`src/rtl/lsu_mem_master.sv`:
```
// Load/store initiator: checks each request for legality, alignment and range, then
// issues one single-cycle access to a byte-addressable memory and holds the response.
module lsu_mem_master #(
  parameter int unsigned ADDR_WIDTH = 32,
  parameter int unsigned DATA_WIDTH = 32,
  parameter int unsigned MEM_SIZE   = 1048576
) (
  input  logic                  clk,
  input  logic                  rst_n,
  input  logic                  req_valid,
  output logic                  req_ready,
  input  logic                  req_we,
  input  logic [2:0]            req_funct3,
  input  logic [ADDR_WIDTH-1:0] req_addr,
  input  logic [DATA_WIDTH-1:0] req_wdata,
  output logic                  resp_valid,
  input  logic                  resp_ready,
  output logic [DATA_WIDTH-1:0] resp_rdata,
  output logic                  resp_misaligned,
  output logic                  resp_illegal,
  output logic                  resp_fault,
  output logic                  mem_wr_en,
  output logic                  mem_rd_en,
  output logic [3:0]            mem_write_byte_enable,
  output logic [2:0]            mem_load_type,
  output logic [ADDR_WIDTH-1:0] mem_addr,
  output logic [DATA_WIDTH-1:0] mem_wr_data,
  input  logic [DATA_WIDTH-1:0] mem_rd_data
);

  localparam int unsigned AW1 = ADDR_WIDTH + 1;
  localparam logic [AW1-1:0] MEM_LIMIT = AW1'(MEM_SIZE);

  typedef enum logic [1:0] {
    IDLE   = 2'd0,
    ACCESS = 2'd1,
    RESP   = 2'd2
  } state_t;

  state_t state;

  logic           illegal_c;
  logic           misaligned_c;
  logic           fault_c;
  logic [1:0]     span_c;
  logic [AW1-1:0] last_c;
  logic [3:0]     be_c;

  // Request decode; extra address bit keeps the last-byte sum from wrapping.
  always_comb begin
    illegal_c    = 1'b0;
    misaligned_c = 1'b0;
    fault_c      = 1'b0;
    span_c       = 2'd0;
    be_c         = 4'b0001;
    case (req_funct3[1:0])
      2'b00:   begin span_c = 2'd0; be_c = 4'b0001; end
      2'b01:   begin span_c = 2'd1; be_c = 4'b0011; end
      default: begin span_c = 2'd3; be_c = 4'b1111; end
    endcase
    last_c = {1'b0, req_addr} + AW1'(span_c);
    if (req_we) illegal_c = (req_funct3 > 3'b010);
    else        illegal_c = (req_funct3 == 3'b011) || (req_funct3[2:1] == 2'b11);
    if (!illegal_c) begin
      misaligned_c = ((req_funct3[1:0] == 2'b01) && req_addr[0]) ||
                     ((req_funct3[1:0] == 2'b10) && (req_addr[1:0] != 2'b00));
      fault_c      = !misaligned_c && (last_c >= MEM_LIMIT);
    end
  end

  assign req_ready = (state == IDLE);

  // Control FSM with all memory and response outputs registered.
  always_ff @(posedge clk or negedge rst_n) begin
    if (!rst_n) begin
      state                 <= IDLE;
      resp_valid            <= 1'b0;
      resp_rdata            <= '0;
      resp_misaligned       <= 1'b0;
      resp_illegal          <= 1'b0;
      resp_fault            <= 1'b0;
      mem_wr_en             <= 1'b0;
      mem_rd_en             <= 1'b0;
      mem_write_byte_enable <= 4'b0000;
      mem_load_type         <= 3'b000;
      mem_addr              <= '0;
      mem_wr_data           <= '0;
    end else begin
      unique case (state)
        IDLE: begin
          if (req_valid) begin
            mem_addr        <= req_addr;
            mem_wr_data     <= req_wdata;
            mem_load_type   <= req_funct3;
            resp_rdata      <= '0;
            resp_illegal    <= illegal_c;
            resp_misaligned <= misaligned_c;
            resp_fault      <= fault_c;
            if (illegal_c || misaligned_c || fault_c) begin
              resp_valid <= 1'b1;
              state      <= RESP;
            end else begin
              mem_wr_en             <= req_we;
              mem_rd_en             <= !req_we;
              mem_write_byte_enable <= req_we ? be_c : 4'b0000;
              state                 <= ACCESS;
            end
          end
        end
        ACCESS: begin
          if (mem_rd_en) resp_rdata <= mem_rd_data;
          mem_wr_en             <= 1'b0;
          mem_rd_en             <= 1'b0;
          mem_write_byte_enable <= 4'b0000;
          resp_valid            <= 1'b1;
          state                 <= RESP;
        end
        RESP: begin
          if (resp_ready) begin
            resp_valid <= 1'b0;
            state      <= IDLE;
          end
        end
        default: state <= IDLE;
      endcase
    end
  end

endmodule

```
`config.mk`:
```
export PLATFORM = sky130hd
export DESIGN_NAME = lsu_mem_master
export DESIGN_NICKNAME = d
export VERILOG_FILES = /design/src/rtl/lsu_mem_master.sv
export SDC_FILE = /design/constraint.sdc
export NUM_CORES = 1
export LEC_CHECK = 0
export CAP_MARGIN = 20
export CORE_AREA = 2 2 115 117
export DETAILED_ROUTE_END_ITERATION = 12
export DIE_AREA = 0 0 117 119
export PLACE_DENSITY = 0.76
export RECOVER_POWER = 100
export SLEW_MARGIN = 25
export SYNTH_ARGS = -nofsm -noshare
export SYNTH_HDL_FRONTEND = slang
export SYNTH_SLANG_ARGS = --single-unit
```
`constraint.sdc`:
```
create_clock -name clk -period 1.6 [get_ports clk]
set_input_delay 0.32 -clock clk [delete_from_list [all_inputs] [get_ports clk]]
set_output_delay 0.32 -clock clk [all_outputs]
set_load 0.02 [all_outputs]
```
==> impl_results.html <==
<table>
<tr><th>Metric</th><th>Value</th></tr>
<tr><th colspan="2">Status</th></tr>
<tr><td>Status</td><td>complete, but fails checks</td></tr>
<tr><td>Violations in the final reports</td><td>setup timing</td></tr>
<tr><th colspan="2">Route</th></tr>
<tr><td>Remaining antenna violation count</td><td>0</td></tr>
<tr><td>WL met2</td><td>7.01 mm</td></tr>
<tr><td>Via count</td><td>4654</td></tr>
<tr><td>Number of violations reported at the end of detailed-routing iteration 0</td><td>337</td></tr>
<tr><td>M1 wire length</td><td>5.81 mm</td></tr>
<tr><td>Final routed wire length divided by cell count</td><td>14.7 um</td></tr>
<tr><td>Met3 Routed Length</td><td>1.09 mm</td></tr>
<tr><td>Number of DRC violations after detailed routing</td><td>0</td></tr>
<tr><td>Highest metal layer with signal wires</td><td>met4</td></tr>
<tr><td>Vias per inst</td><td>4.79</td></tr>
<tr><td>Detailed-router iteration count before antenna repair</td><td>6</td></tr>
<tr><td>Wirelength, routed</td><td>14.3 mm</td></tr>
<tr><th colspan="2">Setup path</th></tr>
<tr><td>Classification of the worst setup path</td><td>input port to flop</td></tr>
<tr><td>Type of element capturing the critical path</td><td>flop</td></tr>
<tr><td>Worst setup SP type</td><td>input port</td></tr>
<tr><td>Worst Path Max Fanout</td><td>5</td></tr>
<tr><td>Standard cell with the maximum stage delay on the critical path</td><td>sky130_fd_sc_hd__or4_4</td></tr>
<tr><td>Cell family with the largest share of critical-path delay</td><td>simple AND/OR/NAND/NOR gates</td></tr>
<tr><td>Worst-path cell chain</td><td>buf_6 -&gt; or2_4 -&gt; ha_4 -&gt; inv_2 -&gt; fa_2 -&gt; buf_4 -&gt; nor3_2 -&gt; a211o_1 -&gt; a21o_1 -&gt; or4_4 -&gt; a32o_1</td></tr>
<tr><td>Crit path buffers/inverters</td><td>3</td></tr>
<tr><td>Arrival @ worst endpoint</td><td>2700 ps</td></tr>
<tr><td>Crit path largest cell delay</td><td>590 ps</td></tr>
<tr><td>Required arrival time at the worst endpoint</td><td>1830 ps</td></tr>
<tr><th colspan="2">CTS</th></tr>
<tr><td>Clock transition time at the flip-flop clock pins of the worst setup and hold paths</td><td>70 ps</td></tr>
<tr><td>CTS tree</td><td>yes</td></tr>
<tr><td>Clock latency at the later pin of the worst-skew pair</td><td>340 ps</td></tr>
<tr><td>TritonCTS Buffers</td><td>9</td></tr>
<tr><td>Master cell of the clock root buffer</td><td>sky130_fd_sc_hd__clkbuf_16</td></tr>
<tr><td>Level count of the clock H-tree</td><td>3</td></tr>
<tr><td>Maximum buffer depth of the clock tree</td><td>2</td></tr>
<tr><td>Clk sinks</td><td>109</td></tr>
<tr><th colspan="2">Timing</th></tr>
<tr><td>Total setup violations reported at the end of the flow</td><td>8</td></tr>
<tr><td>Worst Skew</td><td>4.42 ps</td></tr>
<tr><td>Minimum period implied by the final worst setup slack</td><td>2470 ps</td></tr>
<tr><td>Final setup slack of the worst path</td><td>-870 ps</td></tr>
<tr><td>Total Negative Setup Slacks</td><td>-5980 ps</td></tr>
<tr><td>Remaining max-slew budget at the tightest pin</td><td>0.522</td></tr>
<tr><td>Actual slew at the worst max-slew pin</td><td>718 ps</td></tr>
<tr><td>Hold Violations, Final</td><td>0</td></tr>
<tr><td>Upper clock frequency limit</td><td>0.405 GHz</td></tr>
<tr><td>Unrepaired setup endpoints after global routing</td><td>yes</td></tr>
<tr><td>Final Cycle Share</td><td>1.54</td></tr>
<tr><td>Number of pins with negative max-slew slack in the final report</td><td>0</td></tr>
<tr><th colspan="2">Pwr</th></tr>
<tr><td>Clock Power Share</td><td>0.299</td></tr>
<tr><td>Switch share</td><td>0.314</td></tr>
<tr><td>Internal power contribution</td><td>5.53 mW</td></tr>
<tr><td>Peak supply drop</td><td>0.000559 V</td></tr>
<tr><td>Leakage</td><td>3.95 nW</td></tr>
<tr><td>Cell area power density</td><td>1050 nW/um^2</td></tr>
<tr><td>Proportion of power drawn by combinational gates</td><td>0.279</td></tr>
<tr><td>Switching pwr</td><td>2.53 mW</td></tr>
<tr><td>Part of the power in registers</td><td>0.422</td></tr>
<tr><th colspan="2">Die</th></tr>
<tr><td>Overall die area</td><td>13900 um^2</td></tr>
<tr><td>Number of I/O pins</td><td>214</td></tr>
<tr><td>Die X</td><td>117 um</td></tr>
<tr><td>Area of the core</td><td>12900 um^2</td></tr>
<tr><td>Initial Util</td><td>0.368</td></tr>
<tr><td>Cell row count</td><td>42</td></tr>
<tr><td>DIE HEIGHT</td><td>119 um</td></tr>
<tr><th colspan="2">Synth</th></tr>
<tr><td>Distinct cells, synth</td><td>44</td></tr>
<tr><td>Warnings from Yosys</td><td>0</td></tr>
<tr><td>Net Count, Synth</td><td>652</td></tr>
<tr><td>Netlist area before placement</td><td>4740 um^2</td></tr>
<tr><td>Average footprint of a synthesized cell</td><td>8.70 um^2</td></tr>
<tr><td>Register bit total from synthesis</td><td>109</td></tr>
<tr><td>Share of synthesized area occupied by flip-flops and latches</td><td>0.575</td></tr>
<tr><td>Cell count after synthesis</td><td>545</td></tr>
<tr><th colspan="2">Run</th></tr>
<tr><td>MaxCap Viol Count</td><td>0</td></tr>
<tr><th colspan="2">Global routing</th></tr>
<tr><td>Number of global-route vias before repair</td><td>4786</td></tr>
<tr><td>Antenna violations before repair</td><td>0</td></tr>
<tr><td>Global-route wire length before repair</td><td>22.8 mm</td></tr>
<tr><td>Aggregate global-route resource usage</td><td>0.207</td></tr>
<tr><td>Total global routing overflow</td><td>0</td></tr>
<tr><td>Largest net degree at the start of global routing</td><td>37</td></tr>
<tr><th colspan="2">Finish</th></tr>
<tr><td>Fraction of layout instances using a drive strength above 1</td><td>0.126</td></tr>
<tr><td>Post-synthesis to final-layout area growth</td><td>62.6%</td></tr>
<tr><td>Final antenna diode count</td><td>0</td></tr>
<tr><td>Post-Layout Cell Count</td><td>971</td></tr>
<tr><td>Post-layout utilization of the core</td><td>0.599</td></tr>
<tr><td>Total Nets Final</td><td>897</td></tr>
<tr><th colspan="2">Place</th></tr>
<tr><td>Global placement routability congestion</td><td>0.830</td></tr>
<tr><td>Total of buffers placed on input and output ports</td><td>213</td></tr>
<tr><td>Half-perimeter wire length of the detailed placement result</td><td>11.0 mm</td></tr>
<tr><td>Number of placed instances, taps included</td><td>948</td></tr>
<tr><th colspan="2">Min path</th></tr>
<tr><td>Type of the most critical hold path</td><td>input port to flop</td></tr>
</table>
metrics by stage:
step | area [um^2] | hold slack [ps] | worst slack [ps] | power [mW]
floorplan | 4770 | 24.4 | -1020 | 4.51
global placement | 7440 | 283 | -1590 | 5.99
detailed placement | 7440 | 289 | -1680 | 6.05
CTS | 7710 | 277 | -859 | 8.16
global route | 7710 | 298 | -899 | 8.48
finish | 7710 | 286 | -870 | 8.06
worst register-to-register path, cell delays in order, from the launching register on:
cell and delay, ps:
sky130_fd_sc_hd__dfrtp_1 440, sky130_fd_sc_hd__nand2b_1 230, sky130_fd_sc_hd__or4_4 610, sky130_fd_sc_hd__a32o_1 250
synthesized netlist by cell type:
master | instances | share of area
sky130_fd_sc_hd__nand2_1 | 268 | 0.21
sky130_fd_sc_hd__dfrtp_1 | 109 | 0.58
sky130_fd_sc_hd__o21ai_0 | 36 | 0.038
sky130_fd_sc_hd__clkbuf_1 | 22 | 0.017
sky130_fd_sc_hd__nor2_1 | 13 | 0.010
sky130_fd_sc_hd__nand4_1 | 7 | 0.0092
sky130_fd_sc_hd__a21oi_1 | 6 | 0.0063
sky130_fd_sc_hd__and3_1 | 6 | 0.0079
sky130_fd_sc_hd__buf_1 | 6 | 0.0048
sky130_fd_sc_hd__inv_1 | 6 | 0.0048
sky130_fd_sc_hd__nand2b_1 | 5 | 0.0066
sky130_fd_sc_hd__nand3_1 | 5 | 0.0053
sky130_fd_sc_hd__mux2i_1 | 4 | 0.0084
sky130_fd_sc_hd__and2_1 | 3 | 0.0040
sky130_fd_sc_hd__and4_1 | 3 | 0.0055
sky130_fd_sc_hd__nor2b_1 | 3 | 0.0040
sky130_fd_sc_hd__nor3_1 | 3 | 0.0032
sky130_fd_sc_hd__o211ai_1 | 3 | 0.0048
sky130_fd_sc_hd__o31ai_1 | 3 | 0.0048
sky130_fd_sc_hd__a211o_1 | 2 | 0.0037
sky130_fd_sc_hd__a211oi_1 | 2 | 0.0032
sky130_fd_sc_hd__a21boi_0 | 2 | 0.0032
sky130_fd_sc_hd__buf_4 | 2 | 0.0032
sky130_fd_sc_hd__ha_1 | 2 | 0.0053
sky130_fd_sc_hd__nand3b_1 | 2 | 0.0032
sky130_fd_sc_hd__nor4b_1 | 2 | 0.0037
sky130_fd_sc_hd__o21ai_1 | 2 | 0.0021
sky130_fd_sc_hd__or2_2 | 2 | 0.0026
sky130_fd_sc_hd__a21o_1 | 1 | 0.0016
sky130_fd_sc_hd__a22o_1 | 1 | 0.0018
sky130_fd_sc_hd__a31oi_1 | 1 | 0.0013
sky130_fd_sc_hd__a32o_1 | 1 | 0.0021
sky130_fd_sc_hd__and4b_1 | 1 | 0.0021
sky130_fd_sc_hd__buf_6 | 1 | 0.0024
sky130_fd_sc_hd__fa_1 | 1 | 0.0042
sky130_fd_sc_hd__nand4b_1 | 1 | 0.0018
sky130_fd_sc_hd__nor3_2 | 1 | 0.0021
sky130_fd_sc_hd__nor3b_1 | 1 | 0.0016
sky130_fd_sc_hd__nor4_4 | 1 | 0.0045
sky130_fd_sc_hd__o21a_1 | 1 | 0.0016
sky130_fd_sc_hd__o311ai_2 | 1 | 0.0034
sky130_fd_sc_hd__o41ai_1 | 1 | 0.0018
sky130_fd_sc_hd__or3_4 | 1 | 0.0024
sky130_fd_sc_hd__or4_4 | 1 | 0.0024
power groups by stage:
stage                     Sequential (mW)  Combinational (mW)  Clock [mW]
after global routing                 3.46                2.45        2.57
after floorplan                      3.97               0.537           0
final                                3.40                2.25        2.41
after CTS                            3.41                2.29        2.46
after detailed placement             3.47                2.59           0
after global placement               3.45                2.54           0
logic make-up after synthesis:
| kind of cell | after synthesis | synth area share |
|---|---|---|
| AOI/OAI and AO/OA | 63 | 0.0797 |
| adders and majority gates | 3 | 0.00950 |
| buffers and inverters | 37 | 0.0325 |
| DFF | 109 | 0.575 |
| muxes | 4 | 0.00845 |
| and+or+nand+nor | 329 | 0.295 |
flip-flops by register name (all words and copies together) (netlist names):
register	cells
mem_wr_data	32
mem_write_byte_enable	3
mem_rd_en	1
resp_fault	1
mem_load_type	3
resp_valid	1
resp_misaligned	1
state	2
mem_addr	32
resp_illegal	1
resp_rdata	32
worst paths after layout:
| kind | startpoint | endpoint | slack [ps] | cells after the start |
|---|---|---|---|---|
| min in group asynchronous | rst_n | mem_wr_data[5]$_DFFE_PN0P_ | 580 | 2 |
| max | req_funct3[1] | mem_write_byte_enable[2]$_DFFE_PN0P_ | -870 | 11 |
| max reg2reg | state[1]$_DFFE_PN0P_ | mem_write_byte_enable[2]$_DFFE_PN0P_ | -40 | 3 |
| max in group asynchronous | rst_n | mem_addr[20]$_DFFE_PN0P_ | 150 | 3 |
| min reg2reg | mem_addr[21]$_DFFE_PN0P_ | mem_addr[21]$_DFFE_PN0P_ | 470 | 2 |
| min | req_addr[19] | mem_addr[19]$_DFFE_PN0P_ | 290 | 3 |
placed cells by master (no fill, tap or decap), types with 3 or more instances in the layout:
cell type / count
sky130_fd_sc_hd__o211ai_1: 3
sky130_fd_sc_hd__o21ai_0: 36
sky130_fd_sc_hd__nor2_1: 12
sky130_fd_sc_hd__nor3_2: 3
sky130_fd_sc_hd__buf_4: 38
sky130_fd_sc_hd__clkdlybuf4s50_1: 80
sky130_fd_sc_hd__clkbuf_1: 3
sky130_fd_sc_hd__inv_1: 4
sky130_fd_sc_hd__nand2b_1: 4
sky130_fd_sc_hd__dlygate4sd2_1: 122
sky130_fd_sc_hd__and3_1: 6
sky130_fd_sc_hd__a21oi_2: 3
sky130_fd_sc_hd__buf_12: 3
sky130_fd_sc_hd__clkbuf_16: 9
sky130_fd_sc_hd__dfrtp_1: 109
sky130_fd_sc_hd__nand4_1: 7
sky130_fd_sc_hd__nand3_1: 5
sky130_fd_sc_hd__mux2i_1: 4
sky130_fd_sc_hd__and4_1: 3
sky130_fd_sc_hd__clkdlybuf4s15_1: 5
sky130_fd_sc_hd__buf_6: 6
sky130_fd_sc_hd__nand2_1: 268
per-layer routing:
| metal | vias up | track usage |
|---|---|---|
| li1 | 2252 | - |
| met1 | 2195 | 0.253 |
| met2 | 179 | 0.346 |
| met3 | 28 | 0.0580 |
| met4 | 0 | 0.0743 |
| met5 | - | 0 |
area by class of cell:
cell class	instances	area [um^2]
Clock buffer	11	243
Clock inverter	5	81.3
Fill cell	1179	5170
Inverter	6	22.5
Multi-Input combinational cell	399	2000
Sequential cell	109	2730
Tap cell	176	220
Timing Repair Buffer	265	2420
what timing repair did:
item,in CTS,in global routing
hold buffers,1,0
gates resized for setup,167,10
endpoints found under the hold margin,25,0
setup endpoints to repair,118,15
setup buffers,5,1
pin swaps,21,13
Power figures use the tool's default switching activity.
